$ cat config.mk
export PLATFORM = sky130hd
export DESIGN_NAME = alu_op_issuer
export DESIGN_NICKNAME = d
export VERILOG_FILES = /design/src/rtl/alu_op_issuer.sv
export SDC_FILE = /design/constraint.sdc
export NUM_CORES = 1
export LEC_CHECK = 0
export BUFFER_PORTS_ARGS = -buffer_cell sky130_fd_sc_hd__buf_2
export CORE_ASPECT_RATIO = 0.5
export CORE_UTILIZATION = 51
export DETAILED_ROUTE_END_ITERATION = 7
export PLACE_DENSITY = 0.84
export SYNTH_ARGS = -nofsm -noshare
export SYNTH_HDL_FRONTEND = slang
export SYNTH_SLANG_ARGS = --single-unit
$ cat constraint.sdc
create_clock -name CLK -period 1.93 [get_ports CLK]
set_input_delay 0.2895 -clock CLK [delete_from_list [all_inputs] [get_ports CLK]]
set_output_delay 0.2895 -clock CLK [all_outputs]
set_load 0.01 [all_outputs]
$ cat src/rtl/alu_op_issuer.sv
// alu_op_issuer: accepts one ALU command at a time, holds the operands on the
// ALU bus for LATENCY cycles, captures the ALU result and presents it with a
// valid/ready handshake. Opcode 3'b111 is reported as an error result without
// touching the ALU bus.
//
// state    | meaning
// ---------+-----------------------------------------------------------------
// S_IDLE   | no command in flight, CMD_READY high
// S_ISSUE  | OP/A/B held on the ALU bus, settle counter running down
// S_DONE   | result presented; a command may be accepted on the handshake edge

module alu_op_issuer #(
    parameter int WIDTH   = 16,
    parameter int LATENCY = 2
) (
    input  logic             CLK,
    input  logic             RESET,
    input  logic             CMD_VALID,
    output logic             CMD_READY,
    input  logic [2:0]       CMD_OP,
    input  logic [WIDTH-1:0] CMD_A,
    input  logic [WIDTH-1:0] CMD_B,
    output logic [2:0]       OP,
    output logic [WIDTH-1:0] A,
    output logic [WIDTH-1:0] B,
    input  logic [WIDTH-1:0] R,
    output logic             RES_VALID,
    input  logic             RES_READY,
    output logic [WIDTH-1:0] RES_DATA,
    output logic [2:0]       RES_OP,
    output logic             RES_ERR,
    output logic [7:0]       OP_COUNT
);

    localparam logic [1:0] S_IDLE  = 2'd0;
    localparam logic [1:0] S_ISSUE = 2'd1;
    localparam logic [1:0] S_DONE  = 2'd2;

    localparam logic [2:0] OP_ILLEGAL = 3'b111;
    localparam logic [2:0] LAT_INIT   = 3'(LATENCY);

    logic [1:0]       state_q, state_d;
    logic [2:0]       cnt_q, cnt_d;
    logic [2:0]       op_q, op_d;
    logic [WIDTH-1:0] a_q, a_d;
    logic [WIDTH-1:0] b_q, b_d;
    logic [WIDTH-1:0] res_data_q, res_data_d;
    logic [2:0]       res_op_q, res_op_d;
    logic             res_err_q, res_err_d;
    logic [7:0]       op_count_q, op_count_d;

    logic cmd_ready;
    logic accept;

    // Handshake qualifiers; reset masks readiness so nothing is accepted during it.
    always_comb begin
        cmd_ready = !RESET && ((state_q == S_IDLE) ||
                               ((state_q == S_DONE) && RES_READY));
        accept    = CMD_VALID && cmd_ready;
    end

    // Next-state logic: sequence the operation, then let an accept override it.
    always_comb begin
        state_d    = state_q;
        cnt_d      = cnt_q;
        op_d       = op_q;
        a_d        = a_q;
        b_d        = b_q;
        res_data_d = res_data_q;
        res_op_d   = res_op_q;
        res_err_d  = res_err_q;
        op_count_d = op_count_q;

        case (state_q)
            S_IDLE: ;
            S_ISSUE: begin
                cnt_d = cnt_q - 3'd1;
                if (cnt_q == 3'd1) begin
                    res_data_d = R;
                    res_op_d   = op_q;
                    res_err_d  = 1'b0;
                    state_d    = S_DONE;
                end
            end
            S_DONE: begin
                if (RES_READY) begin
                    op_count_d = op_count_q + 8'd1;
                    state_d    = S_IDLE;
                end
            end
            default: state_d = S_IDLE;
        endcase

        // A back-to-back accept in DONE takes precedence over returning to IDLE.
        if (accept) begin
            if (CMD_OP == OP_ILLEGAL) begin
                // Illegal opcodes never reach the ALU bus; the last legal
                // operands stay driven.
                res_data_d = '0;
                res_op_d   = OP_ILLEGAL;
                res_err_d  = 1'b1;
                state_d    = S_DONE;
            end else begin
                op_d    = CMD_OP;
                a_d     = CMD_A;
                b_d     = CMD_B;
                cnt_d   = LAT_INIT;
                state_d = S_ISSUE;
            end
        end
    end

    // State registers with synchronous reset that aborts any in-flight operation.
    always_ff @(posedge CLK) begin
        if (RESET) begin
            state_q    <= S_IDLE;
            cnt_q      <= 3'd0;
            op_q       <= 3'd0;
            a_q        <= '0;
            b_q        <= '0;
            res_data_q <= '0;
            res_op_q   <= 3'd0;
            res_err_q  <= 1'b0;
            op_count_q <= 8'd0;
        end else begin
            state_q    <= state_d;
            cnt_q      <= cnt_d;
            op_q       <= op_d;
            a_q        <= a_d;
            b_q        <= b_d;
            res_data_q <= res_data_d;
            res_op_q   <= res_op_d;
            res_err_q  <= res_err_d;
            op_count_q <= op_count_d;
        end
    end

    // Output drive straight from registers, except the ready path.
    always_comb begin
        CMD_READY = cmd_ready;
        OP        = op_q;
        A         = a_q;
        B         = b_q;
        RES_VALID = (state_q == S_DONE);
        RES_DATA  = res_data_q;
        RES_OP    = res_op_q;
        RES_ERR   = res_err_q;
        OP_COUNT  = op_count_q;
    end

endmodule

* After elaboration in Yosys (flattened, before gate mapping) *
Cells that the tools add are included.

word-level totals
  register bits after elaboration = 68
  output and inout port bits = 65

operators by class
  add/subtract/negate cells = 2
  equality and inequality tests = 7
  muxes and demuxes = 20
  bitwise operators = 1
  reduce and logical (&&, ||, !) cells = 9

operators by type and width
  operator                                              count
  2-to-1 mux 16 bit                                     4
  2-to-1 mux 3 bit                                      7
  adder 8 x 1 -> 8 bit (second input constant)          1
  2-to-1 mux 2 bit                                      4
  one-hot mux 2 bit (3 select lines)                    1
  2-to-1 mux 1 bit                                      4
  AND reduction 2 bit                                   2
  equality test 3 x 1 -> 1 bit (second input constant)  1
  equality test 3 bit (second input constant)           1
  logical AND 1 bit                                     3
  != test 3 x 1 -> 1 bit (second input constant)        1
  != test 3 bit (second input constant)                 1
  AND reduction 3 bit                                   1
  subtractor 3 x 1 -> 3 bit (second input constant)     1
  equality test 2 x 1 -> 1 bit (second input constant)  1
  equality test 2 bit (second input constant)           1
  logical NOT 2 bit                                     1
  != test 2 bit (second input constant)                 1
  logical NOT 1 bit                                     1
  logical OR 1 bit                                      1
  NOT 1 bit                                             1

* Depth between registers and ports, before layout *
Gate-level depths: netlist (run 1).

  word-level depth = 7
  mapped depth = 7
  depth with buffers taken out = 5

* Least setup slack after synthesis (run 1) *
No wires, ideal clock.

  path type = input-to-reg
  start = input RESET
  end = register a_q[0], in the netlist A[0]
  library setup time = 121 ps
  data arrival time = 1229 ps
  data required time = 1809 ps
  slack = 580 ps
  stages = 5
  buffers on the path = 2
  path through = clkbuf_2 > nor2_4 > nand4_4 > buf_6 > mux2_4

between the ends
  word-level cells in the longest chain between the ends = 4

ends and longest elaborated chain
  what                           line  text
  start, declared                17    input logic RESET,
  logical NOT 1 bit              57    cmd_ready = !RESET && ((state_q == S_IDLE) ||
  logical AND 1 bit              57
  logical AND 1 bit              59    accept = CMD_VALID && cmd_ready;
  AND reduction 2 bit (no line)  -
  end signal, assigned           119   a_q <= '0;
  end signal, assigned           129   a_q <= a_d;
  end, declared                  45    logic [WIDTH-1:0] a_q, a_d;

Several ways; a longest one is shown, not always the timed one.
A chain may end at the register's enable or synchronous reset.

* Worst setup path in the final report (run 1) *
  start = register state_q[1]
  end = output CMD_READY

between the ends
  word-level cells in the longest chain between the ends = 4
  elaborated cells on any way between the ends = 5
  those cells by class = eq/ne: 1; reduce/logical: 4

ends and longest elaborated chain
  what                    line  text
  start, declared         42    logic [1:0] state_q, state_d;
  start signal, assigned  126   state_q <= state_d;
  equality test 2 bit     58    ((state_q == S_DONE) && RES_READY));
  logical AND 1 bit       58
  logical OR 1 bit *      57
  logical AND 1 bit *     57
  end, declared           19    output logic CMD_READY,

Every way passes the cells marked *; elsewhere a longest branch is shown, timed or not.

==> run metrics, run 1 <==
first-pass GRT wire length=9.05 mm; H-Tree Depth=3; largest cells by area after synthesis=dfxtp_1 (48%), mux2_4 (15%), nor2b_1 (7.4%); Tmin final=1.62 ns; final hold violation count=0; Starting Density=55.6%; via count=2334; Post-Syn Nets=330; Detail Route Antenna Nets=0; clk slew on worst S/H paths=0.07 ns; Synth top area share=47.5%; final std cells w/o fill=463; initial antenna violation count=0; # IOs=120; Synth Cell Area=0.00287 mm^2; Seq/Total Area, Yosys=47.5%; fraction of layout cells with a size suffix above 1=45.0%; Max Cap Viol=0; Unique masters post-synth=41; CTS tree=built; P&R area growth vs syn=28.9%; cell accounting for the most synthesized area=dfxtp_1; Chip Width=108 um; Rows=18; Syn Inst Count=272; CTS Sinks=68; CP required=1.64 ns; total iterations of the first detailed-routing run=5; grt ovf=0; routed len/inst=13.5 um; Seq cells post-synth=68; Placer Congestion=0.800; Worst-Skew Late Latency=0.33 ns; endpoint of the worst register-to-register path=B[1]; post-DR vias/cell=5.04; number of synthesized flops with an enable pin=0; Pleak=1.80 nW; largest net degree at the start of global routing=53; outcome=completed; Die ar.=0.00594 mm^2; hold buffer count at CTS=0; RSZ-0062 raised after global routing=no; DR DRC count=0; most used flip-flop cell after synthesis=dfxtp_1; R2R cell count=4; Crit path arrival time=1.33 ns; fmax=0.616 GHz; setup violators final=0; Setup Buffers After CTS=0; R2R Path Start=state_q[1]; Syn Area/Cell=10.5 um^2; Antenna Diode Count=0; final WL=6.27 mm; clk buf depth=2; final slew viol count=0; hold crit path type=input port to flip-flop; Peak VDD IR=0.411 mV; Setup crit start kind=flip-flop; worst slew pin tran=0.565 ns; GRT Total Usage=20.6%; warnings from Yosys=0; Resized Gates After CTS=0; Setup TNS Final=0 ns; clk_skew=0.00627 ns; Hold Path Depth=2; Setup CP Type=flip-flop to output pin; Filler cells=381; Final period util=84.1%; Async S/R FF share, synth=0%; commonest non-fill, non-tap cells in the layout=buf_2 (119), dfxtp_1 (68), nand2_1 (42); Slew HR=62.4%; leading cell type in the layout, fill and taps excluded=buf_2; worst setup path end=CMD_READY; number of DRC markers in iteration 0=72; Max FO, Critical Path=9; Root Driver=clkbuf_8; final-stage net count=448; Critical Path Start=state_q[1]; Die H=55 um; number of global-route vias before repair=2057; P per Cell Area=827 mW/mm^2; core area=0.00516 mm^2; Detail Placement HPWL=4.47 mm; FF-to-FF setup slack=0.37 ns; IO buf count=119; dpl cells=449; Crit. End Element=output pin; CTS buffer count=9
[layout make-up]
cell class	count	area (um^2)	share of cell area, %
Sequential cell	68	1360	36.9
Timing Repair Buffer	122	643	17.4
Inverter	5	18.8	0.508
Clock buffer	12	155	4.20
Tap cell	70	87.6	2.37
Multi-Input combinational cell	184	1390	37.7
Clock inverter	2	35.0	0.949
[synthesized netlist by cell type (2+ instances only)]
library cell,n
nor2_1,3
inv_1,5
ha_1,3
or4_1,3
nand3_1,5
a31oi_1,4
buf_4,3
mux2_4,28
o21ai_0,2
nor2b_1,34
o31ai_1,3
o221a_2,3
buf_6,3
dfxtp_1,68
mux2_2,6
nor3_1,2
nand2_1,42
xor2_1,2
clkbuf_1,7
nand4_1,2
a21oi_1,24
[stage by stage]
| stage | util [%] | hold WS (ns) | setup WS (ns) | cell area, um^2 | power [W] |
|---|---|---|---|---|---|
| 2_1_floorplan | - | 0.425 | 0.580 | 2870 | 0.00180 |
| 3_3_place_gp | 67.9 | 0.439 | 0.480 | 3500 | 0.00194 |
| 3_5_place_dp | 67.9 | 0.450 | 0.381 | 3500 | 0.00196 |
| 4_1_cts | 71.6 | 0.165 | 0.299 | 3690 | 0.00308 |
| 5_1_grt | 71.6 | 0.163 | 0.253 | 3690 | 0.00319 |
| 6_report | 71.6 | 0.179 | 0.307 | 3690 | 0.00306 |
[state kept, by name, summed over array words and instances (netlist names)]
signal    count
A            16
B            16
OP            3
OP_COUNT      8
RES_DATA     16
RES_ERR       1
RES_OP        3
cnt_q         3
state_q       2
[cells by family (layout without fill, tap and decap cells)]
| group | after synthesis | in the layout | share of synthesized area, % |
|---|---|---|---|
| AO/OA/AOI/OAI | 37 | 37 | 7.73 |
| AND/OR/NAND/NOR | 106 | 106 | 21.3 |
| adder cells (fa/ha/maj) | 3 | 3 | 1.31 |
| XOR/XNOR | 3 | 3 | 0.917 |
| flip-flops | 68 | 68 | 47.5 |
| buffers and inverters | 20 | 141 | 3.89 |
| multiplexers | 35 | 35 | 17.4 |
[report_power, final]
part	internal [W]	switching [W]	total, W
Clock	0.000651	0.000479	0.00113
Sequential	0.00148	0.0000415	0.00152
Combinational	0.000227	0.000179	0.000406
Total	0.00236	0.000700	0.00306
[worst max-delay path, cell delays in order (launching register included)]
cell	delay, ns
dfxtp_1	0.56
nand2b_4	0.13
and2_1	0.18
buf_2	0.14
[routing by layer]
metal	GRT usage, %	wire [um]	vias to the layer above
li1	-	-	1163
met4	8.45	87	0
met1	22.5	2660	1083
met3	6.56	415	9
met2	38.6	3110	79
met5	0	0	-
[worst min path at each step]
stage / from / end / slack [ns]
floorplan: R[0] / RES_DATA[0] / 0.43
global placement: RES_DATA[9] / RES_DATA[9] / 0.44
detailed placement: RES_DATA[12] / RES_DATA[12] / 0.45
CTS: CMD_B[12] / B[12] / 0.17
global route: CMD_B[12] / B[12] / 0.16
finish: CMD_B[12] / B[12] / 0.18
Power figures use the tool's default switching activity.
==> run 2: changes to the inputs <==
--- a/config.mk
+++ b/config.mk
@@ -7,9 +7,9 @@
 export LEC_CHECK = 0
 export BUFFER_PORTS_ARGS = -buffer_cell sky130_fd_sc_hd__buf_2
 export CORE_ASPECT_RATIO = 0.5
-export CORE_UTILIZATION = 51
+export CORE_UTILIZATION = 47
 export DETAILED_ROUTE_END_ITERATION = 7
-export PLACE_DENSITY = 0.84
+export PLACE_DENSITY = 0.79
 export SYNTH_ARGS = -nofsm -noshare
 export SYNTH_HDL_FRONTEND = slang
 export SYNTH_SLANG_ARGS = --single-unit
==> constraint.sdc (replaced) <==
create_clock -name CLK -period 1.6 [get_ports CLK]
set_input_delay 0.24 -clock CLK [delete_from_list [all_inputs] [get_ports CLK]]
set_output_delay 0.24 -clock CLK [all_outputs]
set_load 0.01 [all_outputs]
==> run 2 against run 1 <==
  * Highest routed layer unchanged
  * Via count down 0.13%
  * Total power up 51%
  * Hold slack got worse by 0.044 ns
  * Die area up 8.3%
  * Largest cell class unchanged
==> run metrics, run 2 (synthesis results as in run 1) <==
outcome=completed; Root Driver=clkbuf_16; Pleak=1.88 nW (+4.5%); largest net degree at the start of global routing=53 (unchanged); CTS Sinks=68 (unchanged); total iterations of the first detailed-routing run=4 (-1); Critical Path Start=state_q[0]; Antenna Diode Count=0 (unchanged); final hold violation count=0 (unchanged); P&R area growth vs syn=35.3%; Int Pwr=0.00363 W (+54%); Setup crit start kind=flip-flop; Max Cap Viol=0 (unchanged); Tmin final=1.46 ns; Hold Path Depth=2 (unchanged); final slew viol count=0 (unchanged); Placer Congestion=0.730 (-8.7%); first-pass GRT wire length=10.5 mm (+16%); Worst Hold End=A[3]; CTS tree=built; via count=2331 (-0.13%); Resized Gates After CTS=0 (unchanged); Crit path arrival time=1.22 ns (-0.11 ns); Die ar.=0.00643 mm^2 (+8.3%); leading cell type in the layout, fill and taps excluded=buf_2; clk_skew=0.00544 ns (-0.000828 ns); Starting Density=50.4% (-5.1 points); Worst-Skew Late Latency=0.33 ns (about the same); R2R cell count=4 (unchanged); Max FO, Critical Path=9 (unchanged); Slew HR=78.4% (+16 points); worst slew pin tran=0.323 ns (-0.241 ns); final-stage net count=450 (+0.45%); Detail Route Antenna Nets=0 (unchanged); clk buf depth=2 (unchanged); CP required=1.36 ns (-0.28 ns); fmax=0.683 GHz; clk slew on worst S/H paths=0.06 ns (about the same); Hold Worst Slack=0.135 ns (-0.0443 ns); P per Cell Area=1190 mW/mm^2 (+44%); hold crit path type=input port to flip-flop; Seq pwr share=39.8% (-9.9 points); hold buffer count at CTS=0 (unchanged); final WL=6.54 mm (+4.3%); grt ovf=0 (unchanged); Setup Buffers After CTS=0 (unchanged); # IOs=120 (unchanged); Chip Width=112 um (+4.1%); Die H=57.2 um (+4.0%); setup violators final=0 (unchanged); commonest non-fill, non-tap cells in the layout=buf_2 (119), dfxtp_1 (67), nand2_1 (42); CTS buffer count=9 (unchanged); Final period util=91.6%; R2R Path Start=state_q[0]; switching share of power=21.4% (-1.5 points); initial antenna violation count=0 (unchanged); core area=0.00568 mm^2 (+10%); NetSw=0.000986 W (+41%); GRT Total Usage=21.6% (+1.0 points); hold wc startpoint=CMD_A[3]; endpoint of the worst register-to-register path=B[2]; H-Tree Depth=3 (unchanged); Crit. End Element=output pin; fraction of layout cells with a size suffix above 1=46.1% (+1.1 points); Setup TNS Final=0 ns (unchanged); Peak VDD IR=0.633 mV (+54%); Detail Placement HPWL=4.54 mm (+1.6%); Setup CP Type=flip-flop to output pin; number of global-route vias before repair=2252 (+9.5%); RSZ-0062 raised after global routing=no; post-DR vias/cell=4.96 (-1.6%); Clock power frac=49.3% (+12 points); IO buf count=119 (unchanged); FF-to-FF setup slack=0.14 ns (-0.23 ns); Rows=19 (+1); DR DRC count=0 (unchanged); logic gate share of total power=10.9% (-2.4 points); routed len/inst=13.9 um (+2.8%); number of DRC markers in iteration 0=76 (+5.6%)
[run 2: worst max-delay path, cell delays in order (launching register included)]
cell     delay (ns)
dfxtp_1        0.51
and2b_1        0.25
buf_2          0.14
[run 2: routing by layer]
layer / global-route usage [%] / share of wire [%] / vias to the layer above / routed length [um]
met5: 0 / 0 / - / 0
met4: 8.57 / 1.4 / 0 / 92
met3: 7.55 / 6.1 / 8 / 402
met2: 38.0 / 51 / 81 / 3310
met1: 24.6 / 42 / 1071 / 2740
li1: - / - / 1171 / -
[run 2: power by group through the flow]
stage,logic (W),clock network [W],registers (W)
final,0.000502,0.00227,0.00183
after global routing,0.000537,0.00239,0.00184
after CTS,0.000506,0.00230,0.00183
after detailed placement,0.000500,0,0.00187
after global placement,0.000479,0,0.00186
after floorplan,0.000266,0,0.00190
[run 2: per-stage QoR]
step	worst slack [ns]	area (um^2)	utilization [%]	total power, W	instances
finish	0.135	3880	68.2	0.00461	470
global route	0.0700	3880	68.2	0.00477	470
CTS	0.0758	3870	68.2	0.00464	470
detailed placement	0.0864	3520	62.0	0.00237	454
global placement	0.156	3520	62.0	0.00234	454
floorplan	0.297	2870	-	0.00217	272
[run 2: final cells by class]
class / count / area [um^2]
fill: 422 / 1800
multi-input combinational: 184 / 1400
sequential: 68 / 1360
timing repair buffer: 124 / 658
clock buffer: 10 / 239
clock inverter: 6 / 111
tap: 73 / 91.3
inverter: 5 / 18.8
[run 2: how the worst max path moves through the flow]
stage / endpoint / slack (ns) / cells after the start
floorplan: OP_COUNT[6] / 0.30 / 4
global placement: B[2] / 0.16 / 4
detailed placement: B[2] / 0.09 / 4
CTS: CMD_READY / 0.08 / 3
global route: B[2] / 0.07 / 4
finish: RES_VALID / 0.14 / 2
